--- config.mk ---
export PLATFORM = sky130hd
export DESIGN_NAME = spi_slave_core
export DESIGN_NICKNAME = d
export VERILOG_FILES = /design/src/rtl/spi_slave_core.sv
export SDC_FILE = /design/constraint.sdc
export NUM_CORES = 1
export LEC_CHECK = 0
export CAP_MARGIN = 20
export CORE_UTILIZATION = 50
export DETAILED_ROUTE_END_ITERATION = 7
export PLACE_DENSITY = 0.79
export SYNTH_ARGS = -nofsm -noshare
export SYNTH_HDL_FRONTEND = slang
export SYNTH_SLANG_ARGS = --single-unit
export TNS_END_PERCENT = 20
--- constraint.sdc ---
create_clock -name GCLK -period 5.3 [get_ports GCLK]
set_input_delay 1.325 -clock GCLK [delete_from_list [all_inputs] [get_ports GCLK]]
set_output_delay 1.325 -clock GCLK [all_outputs]
set_load 0.005 [all_outputs]
--- src/rtl/spi_slave_core.sv ---
// spi_slave_core: oversampled SPI responder, all CPOL/CPHA modes, 8/16/24/32-bit MSB-first words
module spi_slave_core #(
    parameter int SYNC_STAGES = 2
) (
    input  logic        GCLK,
    input  logic        RST,
    input  logic [1:0]  spi_mode,
    input  logic [1:0]  word_len,
    input  logic [31:0] tx_data,
    input  logic        tx_valid,
    output logic        tx_ready,
    output logic [31:0] rx_data,
    output logic        rx_valid,
    output logic        busy,
    output logic        underrun,
    output logic        overrun,
    output logic        frame_err,
    input  logic        SCK,
    input  logic        CS,
    input  logic        MOSI,
    output logic        MISO,
    output logic        MISO_oe
);
    typedef enum logic {IDLE, SHIFT} state_t;
    state_t state;
    logic [SYNC_STAGES-1:0] sck_sync, cs_sync, mosi_sync;
    logic sck_d, cs_d, sck_s, cs_s, mosi_s;
    logic cpol, cpha, adv, tx_full;
    logic [1:0] len, n_len;
    logic [4:0] bit_cnt, last_idx;
    logic [31:0] tx_buf, shift_tx, shift_rx, start_word, start_tx;
    logic lead, trail, sample, advance, done, cs_fall, cs_rise, hs, start;
    // Bring SCK/CS/MOSI into the GCLK domain and keep one delayed copy for edge detection
    always_ff @(posedge GCLK or posedge RST) begin
        if (RST) begin
            sck_sync <= '0;
            cs_sync <= '1;
            mosi_sync <= '0;
            sck_d <= 1'b0;
            cs_d <= 1'b1;
        end else begin
            sck_sync <= {sck_sync[SYNC_STAGES-2:0], SCK};
            cs_sync <= {cs_sync[SYNC_STAGES-2:0], CS};
            mosi_sync <= {mosi_sync[SYNC_STAGES-2:0], MOSI};
            sck_d <= sck_sync[SYNC_STAGES-1];
            cs_d <= cs_sync[SYNC_STAGES-1];
        end
    end
    // Edge classification relative to the latched CPOL, word-start decision and left-justified TX load
    always_comb begin
        sck_s = sck_sync[SYNC_STAGES-1];
        cs_s = cs_sync[SYNC_STAGES-1];
        mosi_s = mosi_sync[SYNC_STAGES-1];
        n_len = (state == IDLE) ? word_len : len;
        last_idx = {len, 3'b111};
        lead = (sck_d == cpol) && (sck_s != cpol);
        trail = (sck_d != cpol) && (sck_s == cpol);
        sample = (state == SHIFT) && (cpha ? trail : lead);
        advance = (state == SHIFT) && (cpha ? lead : (trail && adv));
        done = sample && (bit_cnt == 5'd0);
        cs_fall = cs_d && !cs_s;
        cs_rise = !cs_d && cs_s;
        hs = tx_valid && !tx_full;
        start = (state == IDLE) ? cs_fall : (done && !cs_rise);
        start_word = tx_full ? tx_buf : (hs ? tx_data : 32'h0);
        start_tx = start_word << {~n_len, 3'b000};
        tx_ready = !tx_full;
        overrun = 1'b0;
    end
    // Frame FSM: shifting, word completion, abort detection and TX buffer handling
    always_ff @(posedge GCLK or posedge RST) begin
        if (RST) begin
            state <= IDLE;
            cpol <= 1'b0;
            cpha <= 1'b0;
            len <= 2'd0;
            tx_buf <= '0;
            tx_full <= 1'b0;
            shift_tx <= '0;
            shift_rx <= '0;
            bit_cnt <= '0;
            adv <= 1'b0;
            rx_data <= '0;
            rx_valid <= 1'b0;
            busy <= 1'b0;
            underrun <= 1'b0;
            frame_err <= 1'b0;
            MISO <= 1'b0;
            MISO_oe <= 1'b0;
        end else begin
            rx_valid <= 1'b0;
            underrun <= 1'b0;
            frame_err <= 1'b0;
            if (hs && !start) begin
                tx_buf <= tx_data;
                tx_full <= 1'b1;
            end
            if (state == IDLE) begin
                if (cs_fall) begin
                    cpol <= spi_mode[1];
                    cpha <= spi_mode[0];
                    len <= word_len;
                    state <= SHIFT;
                    busy <= 1'b1;
                    MISO_oe <= 1'b1;
                end
            end else begin
                if (sample) begin
                    shift_rx <= {shift_rx[30:0], mosi_s};
                    bit_cnt <= bit_cnt - 5'd1;
                    adv <= 1'b1;
                    if (bit_cnt == 5'd0) begin
                        rx_data <= {shift_rx[30:0], mosi_s};
                        rx_valid <= 1'b1;
                    end
                end
                if (advance) begin
                    MISO <= cpha ? shift_tx[31] : shift_tx[30];
                    shift_tx <= shift_tx << 1;
                    adv <= 1'b0;
                end
                if (cs_rise) begin
                    state <= IDLE;
                    busy <= 1'b0;
                    MISO_oe <= 1'b0;
                    MISO <= 1'b0;
                    frame_err <= !done && (bit_cnt != last_idx);
                end
            end
            if (start) begin
                tx_full <= 1'b0;
                underrun <= !tx_full && !hs;
                shift_tx <= start_tx;
                MISO <= start_tx[31];
                bit_cnt <= {n_len, 3'b111};
                shift_rx <= '0;
                adv <= 1'b0;
            end
        end
    end
endmodule

Yosys cells after proc, flatten, opt, wreduce, memory -nomap -nowiden
Index checks and enable logic that the tools add are counted.
{"block": "totals", "regBits": 152, "in_bits": 42, "output_inout_bits": 40, "elab_cells": 104}
{"block": "classes", "add_sub_neg": 1, "eq_ne": 6, "shifts": 1, "n_mux": 38, "bitwise": 2, "reduce_logical": 35}
{"op": "$mux 32", "count": 5}
{"op": "$mux 31", "count": 3}
{"op": "$shl 32x5->32", "count": 1}
{"op": "$mux 1", "count": 26}
{"op": "$mux 5", "count": 3}
{"op": "$logic_and 1x1->1", "count": 13}
{"op": "$reduce_and 2->1", "count": 6}
{"op": "$reduce_bool 2->1", "count": 5}
{"op": "$logic_not 1->1", "count": 7}
{"op": "$reduce_bool 3->1", "count": 2}
{"op": "$logic_not 5->1", "count": 1}
{"op": "$ne 5x5->1", "count": 1}
{"op": "$sub 5x1->5 const B", "count": 1}
{"op": "$reduce_and 3->1", "count": 1}
{"op": "$eq 1x1->1", "count": 2}
{"op": "$mux 2", "count": 1}
{"op": "$ne 1x1->1", "count": 2}
{"op": "$ne 2x1->1 const B", "count": 1}
{"op": "$not 2->2", "count": 1}
{"op": "$not 1->1", "count": 1}

Depth between registers and ports, before layout
Gate-level depths: netlist (run 1).
{"block": "depth", "depth_word": 11, "mapped_depth": 9, "mapped_depth_nobuf": 7}

Worst setup path after synthesis (run 1)
No wires, ideal clock.
{"block": "synth_path", "path_kind": "input-to-reg", "startpoint": "in tx_valid", "endpoint": "reg shift_tx[16]", "setup_time_ns": 0.137, "arrival_ns": 2.445, "required_ns": 5.163, "setup_slack_ns": 2.718, "path_stages": 7, "path_buffers": 2, "path_cell_list": "nor2b_1 > clkbuf_1 > clkbuf_1 > a22oi_1 > a21oi_1 > a221oi_1 > a21oi_1"}
{"block": "synth_via", "elab_chain_cells": 5}
{"element": "from (decl)", "line_no": "10", "text": "input logic tx_valid,"}
{"element": "$logic_and 1x1->1", "line_no": "63", "text": "hs = tx_valid && !tx_full;"}
{"element": "$mux 32 (2 in a row)", "line_no": "65", "text": "start_word = tx_full ? tx_buf : (hs ? tx_data : 32'h0);"}
{"element": "$shl 32x5->32", "line_no": "66", "text": "start_tx = start_word << {~n_len, 3'b000};"}
{"element": "$mux 32", "line_no": "130", "text": "if (start) begin"}
{"element": "to (signal assigned)", "line_no": "119", "text": "shift_tx <= shift_tx << 1;"}
{"element": "to (signal assigned)", "line_no": "133", "text": "shift_tx <= start_tx;"}
{"element": "to (decl)", "line_no": "31", "text": "logic [31:0] tx_buf, shift_tx, shift_rx, start_word, start_tx;"}
No other way between the ends.
A chain may end at the register's enable or synchronous reset.

Worst setup path in the final report (run 1)
{"block": "layout_path", "startpoint": "in tx_valid", "endpoint": "reg tx_buf[31]"}
{"block": "layout_via", "elab_chain_cells": 2}
{"element": "$logic_and 1x1->1", "line_no": "63"}
{"element": "$logic_and 1x1->1", "line_no": "94", "text": "if (hs && !start) begin"}
{"element": "to (signal assigned)", "line_no": "95", "text": "tx_buf <= tx_data;"}
{"element": "to (decl)", "line_no": "31"}
No other way between the ends.

==> impl_table.tex, run 1 <==
\begin{tabular}{lr}
\hline
Metric & Value \\
\hline
\multicolumn{2}{l}{\textbf{Yosys}} \\
Post-synth net total & 633 \\
\#FFs+latches synth & 152 \\
Area share of the largest cell type after synthesis & 0.5415 \\
Post-synth EDFFs & 0 \\
Post-synthesis average cell area & 11.69 um2 \\
Post-synth ARST share & 1.000 \\
Synth cell types & 49 \\
Largest cells by area after synthesis & sky130\_fd\_sc\_hd\_\_dfrtp\_1 (54\%), sky130\_fd\_sc\_hd\_\_mux2\_4 (6.5\%), sky130\_fd\_sc\_hd\_\_nand2\_1 (6.1\%) \\
Post-synthesis cell type with the largest combined area & sky130\_fd\_sc\_hd\_\_dfrtp\_1 \\
Yosys warns & 0 \\
Seq/Total Area, Yosys & 0.5530 \\
Cell area after synthesis & 6885 um2 \\
Most frequently used flop master after synthesis & sky130\_fd\_sc\_hd\_\_dfrtp\_1 \\
Cells after Synth & 589 \\
\multicolumn{2}{l}{\textbf{Drt}} \\
Antenna violation net count after detailed routing & 0 \\
Number of DRC markers after the initial detailed-route iteration & 410 \\
DR vias & 4921 \\
First-pass iteration count of the detailed router & 5 \\
Total Routed Length & 14800 um \\
Mean routed wirelength per cell & 17.56 um \\
Drc violations & 0 \\
Average vias per placed instance & 5.837 \\
\multicolumn{2}{l}{\textbf{Floorplanning}} \\
Die footprint & 14240 um2 \\
Row count & 42 \\
Core Box Area & 13350 um2 \\
Die span in x & 119.4 um \\
Die extent in y & 119.4 um \\
Effective utilization at floorplan & 0.5158 \\
Number of top-level design ports & 82 \\
\multicolumn{2}{l}{\textbf{Critical path}} \\
Data arrival at the endpoint of the critical path & 3.61 ns \\
Critical setup path kind & primary input to register \\
Worst Reg-to-Reg Cells & 6 \\
Critical path required time & 5.60 ns \\
Worst R2R Setup Slack & 2.20 ns \\
Highest net fanout along the worst path & 33 \\
Startpoint of the most critical register-to-register path & state \\
Startpoint kind of the worst setup timing path & primary input \\
Reg2reg end & tx\_buf[31] \\
Critical Path End Type & register \\
\multicolumn{2}{l}{\textbf{Cells and area}} \\
Layout Nets & 698 \\
Final standard cell count with taps included and fillers excluded & 843 \\
Diodes inserted & 0 \\
Fraction of final layout cells with drive strength greater than 1 & 0.1424 \\
Area growth from synthesis to layout & 22.35\% \\
\multicolumn{2}{l}{\textbf{Power and ir drop}} \\
Maximum resistive drop on vdd & 0.0002775 V \\
Design internal power & 0.002488 W \\
Power share of the combinational group & 0.213 \\
Clock network fraction of total power & 0.345 \\
Switching power as a share of total power & 0.2921 \\
Power density over cell area & 417.3 nW/um2 \\
Part of the power in registers & 0.442 \\
Switching power & 0.001027 W \\
LEAKAGE & 3.998 nW \\
\multicolumn{2}{l}{\textbf{Place}} \\
Post-Place Cells & 806 \\
Half-perimeter wire length after placement & 9689 um \\
Placer's final routability congestion estimate & 0.8482 \\
Port buffer count & 80 \\
\multicolumn{2}{l}{\textbf{Timing}} \\
RSZ-0062 raised after global routing & no \\
Post-route clock period utilization & 0.6241 \\
Hold violation total from the final report & 0 \\
Setup TNS & 0 ns \\
Post-route clock skew & 0.008944 ns \\
Least-Margin Pin Slew & 1.055 ns \\
Highest Clock Rate & 302.3 MHz \\
Time the worst path needs with I/O delays and setup & 3.308 ns \\
Relative max-transition margin & 0.2966 \\
Final Setup Violations & 0 \\
Max-slew violation count & 0 \\
\multicolumn{2}{l}{\textbf{Clock tree}} \\
CTS max path bufs & 2 \\
Clock tree from TritonCTS & built \\
Max H-tree Level & 4 \\
CTS Hold Bufs & 0 \\
Number of sinks driven by the clock tree & 152 \\
Cts repair resizes & 0 \\
Post-CTS setup buffers & 0 \\
Clock Pin Slew Worst Setup and Hold Paths & 0.06 ns \\
Worst skew pair latency & 0.43 ns \\
Inserted Clock Buffers & 17 \\
Clock root cell & sky130\_fd\_sc\_hd\_\_clkbuf\_16 \\
\multicolumn{2}{l}{\textbf{Global route}} \\
Pin count of the biggest net entering global routing & 68 \\
Number of global-route vias before repair & 4942 \\
Global-route wire length before repair & 24790 um \\
GR Util All Layers & 0.2231 \\
Number of antenna violations at the first check in global routing & 0 \\
Grt ovf & 0 \\
\multicolumn{2}{l}{\textbf{Min path}} \\
Endpoint of the worst hold-timing path & mosi\_sync[1] \\
Startpoint of the tightest hold check path & mosi\_sync[0] \\
Hold crit path type & register to register \\
Number of cells on the worst hold path & 0 \\
\multicolumn{2}{l}{\textbf{Status}} \\
Run status & finished, final reports clean \\
\multicolumn{2}{l}{\textbf{Run}} \\
Number of max-cap violations & 0 \\
\hline
\end{tabular}
-- cell usage after synthesis, drive strengths merged (6+ instances only) --
| library cell | number |
|---|---|
| a211oi | 8 |
| a21oi | 29 |
| a221o | 8 |
| a221oi | 16 |
| a22o | 39 |
| a22oi | 8 |
| buf | 28 |
| clkbuf | 20 |
| dfrtp | 149 |
| mux2 | 38 |
| mux2i | 36 |
| nand2 | 111 |
| nor2 | 9 |
| nor3 | 6 |
| o2111ai | 8 |
| o211a | 8 |
| o21ai | 16 |
| or4 | 7 |
-- sequential cells by signal, summed over array words and instances (netlist names) --
name and flops:
tx_buf 32, shift_tx 32, mosi_sync 2, cpha 1, rx_valid 1, state 1, tx_full 1, adv 1
frame_err 1, cs_d 1, sck_sync 2, shift_rx 31, cs_sync 2, rx_data 32, sck_d 1, MISO_oe 1
underrun 1, MISO 1, len 2, cpol 1, bit_cnt 5
-- area by class of cell --
type | instances | area, um2
sequential | 152 | 3807
clock inverter | 14 | 163.9
clock buffer | 18 | 439.2
timing repair buffer | 94 | 953.4
fill | 1032 | 4923
inverter | 6 | 26.28
multi-input combinational | 383 | 2814
tap | 176 | 220.2
-- cells by family after synthesis --
kind of cell / share of synthesized area
xor gates and xnor gates: 0.003817
AOI/OAI and AO/OA: 0.1655
DFF: 0.5530
and+or+nand+nor: 0.09740
other: 0.0005446
buffers and inverters: 0.04343
adders and majority gates: 0.003634
muxes: 0.1327
-- critical path: stages --
cell	delay, ns
sky130_fd_sc_hd__clkdlybuf4s50_1	0.49
sky130_fd_sc_hd__nor2b_2	0.14
sky130_fd_sc_hd__buf_4	0.32
sky130_fd_sc_hd__and2_2	0.92
sky130_fd_sc_hd__mux2_1	0.39
-- layout by cell type (no fill, tap or decap), drive strengths merged, types with 4 or more instances in the layout --
master,count
nand2b,4
clkinvlp,4
or4,7
a211oi,8
o2111ai,8
a21oi,29
a22o,39
inv,9
clkdlybuf4s50,80
nand2,111
o21ai,16
o211a,8
nor3,6
nor2b,5
mux2,38
nor2,9
mux2i,36
a221o,8
a221oi,16
buf,14
clkinv,5
dfrtp,149
a22oi,8
clkbuf,18
-- metal layers --
| layer | GRT usage | share of wire |
|---|---|---|
| met2 | 0.3568 | 0.50 |
| met3 | 0.05795 | 0.050 |
| met1 | 0.2917 | 0.43 |
| met5 | 0 | 0 |
| met4 | 0.08438 | 0.017 |
-- power by group through the flow --
stage                     combinational (W)  sequential (W)  clock, W
after global placement             0.000688         0.00156         0
final                              0.000748         0.00155   0.00121
after CTS                          0.000727         0.00156   0.00124
after global routing               0.000820         0.00158   0.00129
after detailed placement           0.000719         0.00157         0
after floorplan                    0.000567         0.00151         0
-- how the worst max path moves through the flow --
stage,startpoint,end,cells after the start
after floorplan,RST,MISO,1
after detailed placement,tx_valid,tx_buf[30],5
after global placement,tx_valid,tx_buf[31],5
after CTS,tx_full,tx_ready,2
final,tx_valid,tx_buf[31],5
after global routing,tx_valid,tx_buf[31],5
-- through the flow --
stage	util	worst slack, ns	instance area [um2]	total power (W)	hold WS (ns)
floorplan	-	2.061	6889	0.002074	0.3312
global placement	0.5796	1.639	7736	0.002247	0.3374
detailed placement	0.5796	1.565	7736	0.002291	0.3405
CTS	0.6248	1.899	8339	0.003522	0.3544
global route	0.6311	1.894	8424	0.003691	0.3617
finish	0.6311	1.992	8424	0.003515	0.3519
No activity file was read; power rests on OpenSTA's default activity.
==> inputs of run 2 (changes only) <==
--- a/config.mk
+++ b/config.mk
@@ -6,9 +6,9 @@
 export NUM_CORES = 1
 export LEC_CHECK = 0
 export CAP_MARGIN = 20
-export CORE_UTILIZATION = 50
+export CORE_UTILIZATION = 55
 export DETAILED_ROUTE_END_ITERATION = 7
-export PLACE_DENSITY = 0.79
+export PLACE_DENSITY = 0.82
 export SYNTH_ARGS = -nofsm -noshare
 export SYNTH_HDL_FRONTEND = slang
 export SYNTH_SLANG_ARGS = --single-unit
==> constraint.sdc (replaced) <==
create_clock -name GCLK -period 3.1 [get_ports GCLK]
set_input_delay 0.775 -clock GCLK [delete_from_list [all_inputs] [get_ports GCLK]]
set_output_delay 0.775 -clock GCLK [all_outputs]
set_load 0.005 [all_outputs]
==> impl_table.tex, run 2 (synthesized netlist as in run 1, its figures left out) <==
\begin{tabular}{lr}
\hline
Metric & Value \\
\hline
\multicolumn{2}{l}{\textbf{Timing}} \\
Final Setup Violations & 0 (unchanged) \\
Final setup margin & 0.4670 ns (was 1.992 ns) \\
Max-slew violation count & 0 (unchanged) \\
Time the worst path needs with I/O delays and setup & 2.633 ns \\
RSZ-0062 raised after global routing & no (unchanged) \\
Relative max-transition margin & 0.3795 (was 0.2966) \\
Post-route clock period utilization & 0.8493 \\
Highest Clock Rate & 379.8 MHz \\
Setup TNS & 0 ns (unchanged) \\
Post-route clock skew & 0.006385 ns (was 0.008944 ns) \\
Least-Margin Pin Slew & 0.9251 ns (was 1.055 ns) \\
Final-layout worst hold slack & 0.3470 ns (was 0.3519 ns) \\
Hold violation total from the final report & 0 (unchanged) \\
\multicolumn{2}{l}{\textbf{Cells and area}} \\
Layout Nets & 699 (was 698) \\
Diodes inserted & 0 (unchanged) \\
Largest registers & rx\_data: 32 flops, shift\_tx: 32 flops, tx\_buf: 32 flops (unchanged) \\
Most used cells in the layout excluding fill and tap cells & sky130\_fd\_sc\_hd\_\_dfrtp\_1 (149), sky130\_fd\_sc\_hd\_\_nand2\_1 (111), sky130\_fd\_sc\_hd\_\_clkdlybuf4s50\_1 (80), sky130\_fd\_sc\_hd\_\_a22o\_1 (39), sky130\_fd\_sc\_hd\_\_mux2i\_1 (33) (unchanged) \\
Area growth from synthesis to layout & 22.39\% (was 22.35\%) \\
Commonest non-fill, non-tap cell in the layout & sky130\_fd\_sc\_hd\_\_dfrtp\_1 (unchanged) \\
Fraction of final layout cells with drive strength greater than 1 & 0.1422 (was 0.1424) \\
\multicolumn{2}{l}{\textbf{Min path}} \\
Hold crit path type & register to register (unchanged) \\
Endpoint of the worst hold-timing path & sck\_sync[1] (was mosi\_sync[1]) \\
Number of cells on the worst hold path & 0 (unchanged) \\
Startpoint of the tightest hold check path & sck\_sync[0] (was mosi\_sync[0]) \\
\multicolumn{2}{l}{\textbf{Critical path}} \\
Worst Reg-to-Reg Cells & 7 (was 6) \\
Worst R2R Setup Slack & 0.47 ns (was 2.20 ns) \\
Chain of cells forming the critical path & inv\_1 -> ha\_1 -> nor4b\_1 -> and2\_1 -> a21o\_1 -> o2111ai\_1 -> o21ai\_0 (was clkdlybuf4s50\_1 -> nor2b\_2 -> buf\_4 -> and2\_2 -> mux2\_1) \\
Startpoint kind of the worst setup timing path & register (was primary input) \\
Critical setup path kind & register to register (was primary input to register) \\
Slowest Stage Delay on Critical Path & 0.72 ns (was 0.92 ns) \\
Startpoint of the most critical register-to-register path & bit\_cnt[0] (was state) \\
Highest net fanout along the worst path & 28 (was 33) \\
Standard cell with the maximum stage delay on the critical path & sky130\_fd\_sc\_hd\_\_a21o\_1 (was sky130\_fd\_sc\_hd\_\_and2\_2) \\
Critical path required time & 3.44 ns (was 5.60 ns) \\
Reg2reg end & shift\_tx[15] (was tx\_buf[31]) \\
Critical Path End Type & register (unchanged) \\
Data arrival at the endpoint of the critical path & 2.97 ns (was 3.61 ns) \\
\multicolumn{2}{l}{\textbf{Floorplanning}} \\
Die extent in y & 113.9 um (was 119.4 um) \\
Die span in x & 113.9 um (was 119.4 um) \\
Die footprint & 12970 um2 (was 14240 um2) \\
Effective utilization at floorplan & 0.5685 (was 0.5158) \\
Core Box Area & 12110 um2 (was 13350 um2) \\
Row count & 40 (was 42) \\
Number of top-level design ports & 82 (unchanged) \\
\multicolumn{2}{l}{\textbf{Global route}} \\
GR Util All Layers & 0.2559 (was 0.2231) \\
Grt ovf & 0 (unchanged) \\
Number of antenna violations at the first check in global routing & 0 (unchanged) \\
Global-route wire length before repair & 25470 um (was 24790 um) \\
Number of global-route vias before repair & 5068 (was 4942) \\
Pin count of the biggest net entering global routing & 153 (was 68) \\
\multicolumn{2}{l}{\textbf{Drt}} \\
Drc violations & 0 (unchanged) \\
Total Routed Length & 15170 um (was 14800 um) \\
Mean routed wirelength per cell & 18.14 um (was 17.56 um) \\
Antenna violation net count after detailed routing & 0 (unchanged) \\
Number of DRC markers after the initial detailed-route iteration & 448 (was 410) \\
First-pass iteration count of the detailed router & 5 (unchanged) \\
DR vias & 4968 (was 4921) \\
Average vias per placed instance & 5.943 (was 5.837) \\
\multicolumn{2}{l}{\textbf{Clock tree}} \\
Clock Pin Slew Worst Setup and Hold Paths & 0.06 ns (about the same) \\
Max H-tree Level & 4 (unchanged) \\
CTS max path bufs & 2 (unchanged) \\
Inserted Clock Buffers & 17 (unchanged) \\
Worst skew pair latency & 0.42 ns (was 0.43 ns) \\
Clock tree from TritonCTS & built (unchanged) \\
CTS Hold Bufs & 0 (unchanged) \\
Clock root cell & sky130\_fd\_sc\_hd\_\_clkbuf\_16 (unchanged) \\
Number of sinks driven by the clock tree & 152 (unchanged) \\
Cts repair resizes & 0 (unchanged) \\
Post-CTS setup buffers & 0 (unchanged) \\
\multicolumn{2}{l}{\textbf{Power and ir drop}} \\
LEAKAGE & 4.004 nW (was 3.998 nW) \\
Power density over cell area & 729.0 nW/um2 (was 417.3 nW/um2) \\
Maximum resistive drop on vdd & 0.0004351 V (was 0.0002775 V) \\
\multicolumn{2}{l}{\textbf{Status}} \\
Run status & finished, final reports clean (unchanged) \\
\multicolumn{2}{l}{\textbf{Place}} \\
Placer's final routability congestion estimate & 0.8921 (was 0.8482) \\
Post-Place Setup Slack & 0.3166 ns (was 1.565 ns) \\
Port buffer count & 80 (unchanged) \\
Half-perimeter wire length after placement & 9876 um (was 9689 um) \\
\multicolumn{2}{l}{\textbf{Run}} \\
Number of max-cap violations & 0 (unchanged) \\
\hline
\end{tabular}
[run 2: power by group]
part           internal [W]  switching, W
logic              0.000656      0.000608
clock network       0.00140      0.000823
registers           0.00237      0.000286
[run 2: final cells by class]
class,count,area (um2)
repair buffers,95,925.9
flip-flops and latches,152,3807
clock buffers,20,456.7
multi-input cells,383,2814
fillers,862,3685
clock inverters,12,186.4
well taps,168,210.2
inverters,6,26.28
[run 2: routing by layer]
layer	track usage	routed length (um)	vias to the layer above
met5	0	0	-
met4	0.1004	289	0
met3	0.06429	830	34
met2	0.4191	7491	194
met1	0.3287	6558	2464
li1	-	-	2276
[run 2: worst max-delay path: cells and delay by family (launching register included)]
| kind | cells | cell delay [ns] |
|---|---|---|
| AO/OA/AOI/OAI | 3 | 1.25 |
| adder cells (fa/ha/maj) | 1 | 0.17 |
| buffers and inverters | 1 | 0.07 |
| AND/OR/NAND/NOR | 2 | 0.64 |
| flip-flops | 1 | 0.42 |
[run 2: how the worst max path moves through the flow]
stage | startpoint | end | slack [ns] | depth (start not counted)
global route | bit_cnt[0] | shift_tx[15] | 0.24 | 7
detailed placement | word_len[1] | MISO | 0.32 | 5
CTS | bit_cnt[0] | shift_tx[15] | 0.51 | 7
floorplan | RST | MISO | 0.41 | 1
finish | bit_cnt[0] | shift_tx[15] | 0.47 | 7
global placement | word_len[1] | MISO | 0.32 | 5
[run 2: per-stage QoR]
step | total power, W | cells | instance area (um2) | util
floorplan | 0.003545 | 589 | 6889 | -
global placement | 0.003874 | 804 | 7784 | 0.6427
detailed placement | 0.003933 | 804 | 7784 | 0.6427
CTS | 0.006162 | 836 | 8427 | 0.6958
global route | 0.006422 | 836 | 8427 | 0.6958
finish | 0.006143 | 836 | 8427 | 0.6958
==> inputs of run 3 (changes only) <==
--- a/config.mk
+++ b/config.mk
@@ -6,9 +6,9 @@
 export NUM_CORES = 1
 export LEC_CHECK = 0
 export CAP_MARGIN = 20
-export CORE_UTILIZATION = 55
+export CORE_UTILIZATION = 50
 export DETAILED_ROUTE_END_ITERATION = 7
-export PLACE_DENSITY = 0.82
+export PLACE_DENSITY = 0.79
 export SYNTH_ARGS = -nofsm -noshare
 export SYNTH_HDL_FRONTEND = slang
 export SYNTH_SLANG_ARGS = --single-unit
==> constraint.sdc (replaced) <==
create_clock -name GCLK -period 2.2 [get_ports GCLK]
set_input_delay 0.55 -clock GCLK [delete_from_list [all_inputs] [get_ports GCLK]]
set_output_delay 0.55 -clock GCLK [all_outputs]
set_load 0.005 [all_outputs]
==> impl_table.tex, run 3 (synthesized netlist as in run 1, its figures left out) <==
\begin{tabular}{lr}
\hline
Metric & Value \\
\hline
\multicolumn{2}{l}{\textbf{Critical path}} \\
Startpoint kind of the worst setup timing path & register (unchanged) \\
Reg2reg end & tx\_buf[5] (was shift\_tx[15]) \\
Highest net fanout along the worst path & 11 (was 28) \\
Critical setup path kind & register to register (unchanged) \\
Critical path required time & 2.51 ns (was 3.44 ns) \\
Worst R2R Setup Slack & 0.10 ns (was 0.47 ns) \\
Worst Reg-to-Reg Cells & 9 (was 7) \\
Data arrival at the endpoint of the critical path & 2.40 ns (was 2.97 ns) \\
Startpoint of the most critical register-to-register path & bit\_cnt[1] (was bit\_cnt[0]) \\
Critical Path End Type & register (unchanged) \\
\multicolumn{2}{l}{\textbf{Timing}} \\
Time the worst path needs with I/O delays and setup & 2.099 ns (was 2.633 ns) \\
Post-route clock skew & 0.004343 ns (was 0.006385 ns) \\
Highest Clock Rate & 476.4 MHz (was 379.8 MHz) \\
Final-layout worst hold slack & 0.3513 ns (was 0.3470 ns) \\
Hold violation total from the final report & 0 (unchanged) \\
Final Setup Violations & 0 (unchanged) \\
Max-slew violation count & 0 (unchanged) \\
Post-route clock period utilization & 0.9542 (was 0.8493) \\
RSZ-0062 raised after global routing & no (unchanged) \\
\multicolumn{2}{l}{\textbf{Min path}} \\
Startpoint of the tightest hold check path & sck\_sync[0] (unchanged) \\
Hold crit path type & register to register (unchanged) \\
Number of cells on the worst hold path & 0 (unchanged) \\
Endpoint of the worst hold-timing path & sck\_sync[1] (unchanged) \\
\multicolumn{2}{l}{\textbf{Drt}} \\
DR vias & 5088 (was 4968) \\
Mean routed wirelength per cell & 17.29 um (was 18.14 um) \\
Antenna violation net count after detailed routing & 0 (unchanged) \\
Number of DRC markers after the initial detailed-route iteration & 440 (was 448) \\
Average vias per placed instance & 5.736 (was 5.943) \\
First-pass iteration count of the detailed router & 5 (unchanged) \\
Drc violations & 0 (unchanged) \\
Total Routed Length & 15340 um (was 15170 um) \\
\multicolumn{2}{l}{\textbf{Floorplanning}} \\
Effective utilization at floorplan & 0.5158 (was 0.5685) \\
Die extent in y & 119.4 um (was 113.9 um) \\
Die footprint & 14240 um2 (was 12970 um2) \\
Core Box Area & 13350 um2 (was 12110 um2) \\
Row count & 42 (was 40) \\
Number of top-level design ports & 82 (unchanged) \\
Die span in x & 119.4 um (was 113.9 um) \\
\multicolumn{2}{l}{\textbf{Clock tree}} \\
Clock Pin Slew Worst Setup and Hold Paths & 0.06 ns (about the same) \\
Worst skew pair latency & 0.42 ns (about the same) \\
Max H-tree Level & 4 (unchanged) \\
Clock root cell & sky130\_fd\_sc\_hd\_\_clkbuf\_16 (unchanged) \\
Number of sinks driven by the clock tree & 152 (unchanged) \\
CTS max path bufs & 2 (unchanged) \\
Inserted Clock Buffers & 17 (unchanged) \\
Clock tree from TritonCTS & built (unchanged) \\
CTS Hold Bufs & 0 (unchanged) \\
\multicolumn{2}{l}{\textbf{Global route}} \\
Pin count of the biggest net entering global routing & 86 (was 153) \\
Global-route wire length before repair & 25650 um (was 25470 um) \\
Number of antenna violations at the first check in global routing & 0 (unchanged) \\
Number of global-route vias before repair & 5068 (unchanged) \\
Grt ovf & 0 (unchanged) \\
GR Util All Layers & 0.2301 (was 0.2559) \\
\multicolumn{2}{l}{\textbf{Cells and area}} \\
Commonest non-fill, non-tap cell in the layout & sky130\_fd\_sc\_hd\_\_dfrtp\_1 (unchanged) \\
Fraction of the core area covered by cells at the end of the flow & 0.6606 (was 0.6958) \\
Largest registers & rx\_data: 32 flops, shift\_tx: 32 flops, tx\_buf: 32 flops (unchanged) \\
Fraction of final layout cells with drive strength greater than 1 & 0.1997 (was 0.1422) \\
Area growth from synthesis to layout & 28.06\% (was 22.39\%) \\
Most used cells in the layout excluding fill and tap cells & sky130\_fd\_sc\_hd\_\_dfrtp\_1 (149), sky130\_fd\_sc\_hd\_\_nand2\_1 (111), sky130\_fd\_sc\_hd\_\_clkdlybuf4s50\_1 (80), sky130\_fd\_sc\_hd\_\_buf\_4 (51), sky130\_fd\_sc\_hd\_\_a22o\_1 (39) (was sky130\_fd\_sc\_hd\_\_dfrtp\_1 (149), sky130\_fd\_sc\_hd\_\_nand2\_1 (111), sky130\_fd\_sc\_hd\_\_clkdlybuf4s50\_1 (80), sky130\_fd\_sc\_hd\_\_a22o\_1 (39), sky130\_fd\_sc\_hd\_\_mux2i\_1 (33)) \\
Diodes inserted & 0 (unchanged) \\
Layout Nets & 742 (was 699) \\
\multicolumn{2}{l}{\textbf{Place}} \\
Half-perimeter wire length after placement & 10540 um (was 9876 um) \\
Port buffer count & 80 (unchanged) \\
Placer's final routability congestion estimate & 0.8853 (was 0.8921) \\
\multicolumn{2}{l}{\textbf{Power and ir drop}} \\
Overall power of the completed layout & 0.008753 W (was 0.006143 W) \\
Power density over cell area & 992.8 nW/um2 (was 729.0 nW/um2) \\
LEAKAGE & 4.226 nW (was 4.004 nW) \\
Maximum resistive drop on vdd & 0.0005962 V (was 0.0004351 V) \\
\multicolumn{2}{l}{\textbf{Status}} \\
Run status & finished, final reports clean (unchanged) \\
\multicolumn{2}{l}{\textbf{Run}} \\
Number of max-cap violations & 0 (unchanged) \\
\hline
\end{tabular}
run 3: cell types whose count changed in the layout (fill, tap and decap cells not counted), moves of 2 or more:
cell                       change
sky130_fd_sc_hd__buf_4        +37
sky130_fd_sc_hd__inv_6         -2
sky130_fd_sc_hd__buf_12        +6
sky130_fd_sc_hd__clkinv_4      +4
sky130_fd_sc_hd__clkinv_2      +2
sky130_fd_sc_hd__clkbuf_8      -2
run 3: what timing repair did:
item / 4_1_cts / 5_1_grt
resized for setup: 1 / 4
setup buffers: 2 / 1
cloned: 0 / 0
pin swaps: 1 / 1
endpoints found under the setup margin: 32 / 42
run 3: worst max-delay path, cell delays in order (launching register included):
cell	delay [ns]
sky130_fd_sc_hd__dfrtp_1	0.38
sky130_fd_sc_hd__inv_2	0.05
sky130_fd_sc_hd__ha_2	0.18
sky130_fd_sc_hd__nor4b_4	0.12
sky130_fd_sc_hd__buf_4	0.14
sky130_fd_sc_hd__and2_4	0.14
sky130_fd_sc_hd__a21oi_4	0.19
sky130_fd_sc_hd__and2_2	0.21
sky130_fd_sc_hd__buf_4	0.24
sky130_fd_sc_hd__mux2_4	0.32
run 3: power breakdown:
group          internal, W  total [W]  switching [W]  leakage [nW]
combinational      0.00114    0.00210       0.000963          2.00
clock              0.00179    0.00294        0.00115         0.290
sequential         0.00334    0.00371       0.000372          1.94
total              0.00627    0.00875        0.00248          4.23
run 3: routing by layer:
metal	global-route usage	vias up	wire, um
met5	0	-	0
met4	0.09219	0	382
met3	0.05412	32	734
met2	0.3735	173	7578
met1	0.2981	2517	6640
li1	-	2366	-
run 3: through the flow:
stage	instances	setup slack (ns)	instance area (um2)	TNS, ns
after floorplan	589	-0.2645	6889	-39.41
after global placement	852	-0.1563	8169	-1.746
after detailed placement	852	-0.2013	8169	-3.269
after CTS	886	0.03269	8796	0
after global routing	887	0.01728	8817	0
final	887	0.1009	8817	0
run 3: worst max path at each step:
stage,startpoint,endpoint,depth (start not counted)
floorplan,RST,MISO,1
global placement,tx_valid,shift_tx[16],7
detailed placement,tx_valid,shift_tx[31],7
CTS,bit_cnt[1],tx_buf[5],9
global route,bit_cnt[1],tx_buf[5],9
finish,bit_cnt[1],tx_buf[5],9
run 3: final cells by class:
type | instances | area [um2]
flip-flops and latches | 152 | 3807
clock inverters | 14 | 176.4
clock buffers | 18 | 429.2
well taps | 176 | 220.2
fillers | 993 | 4531
inverters | 6 | 26.28
multi-input cells | 383 | 2834
repair buffers | 138 | 1324
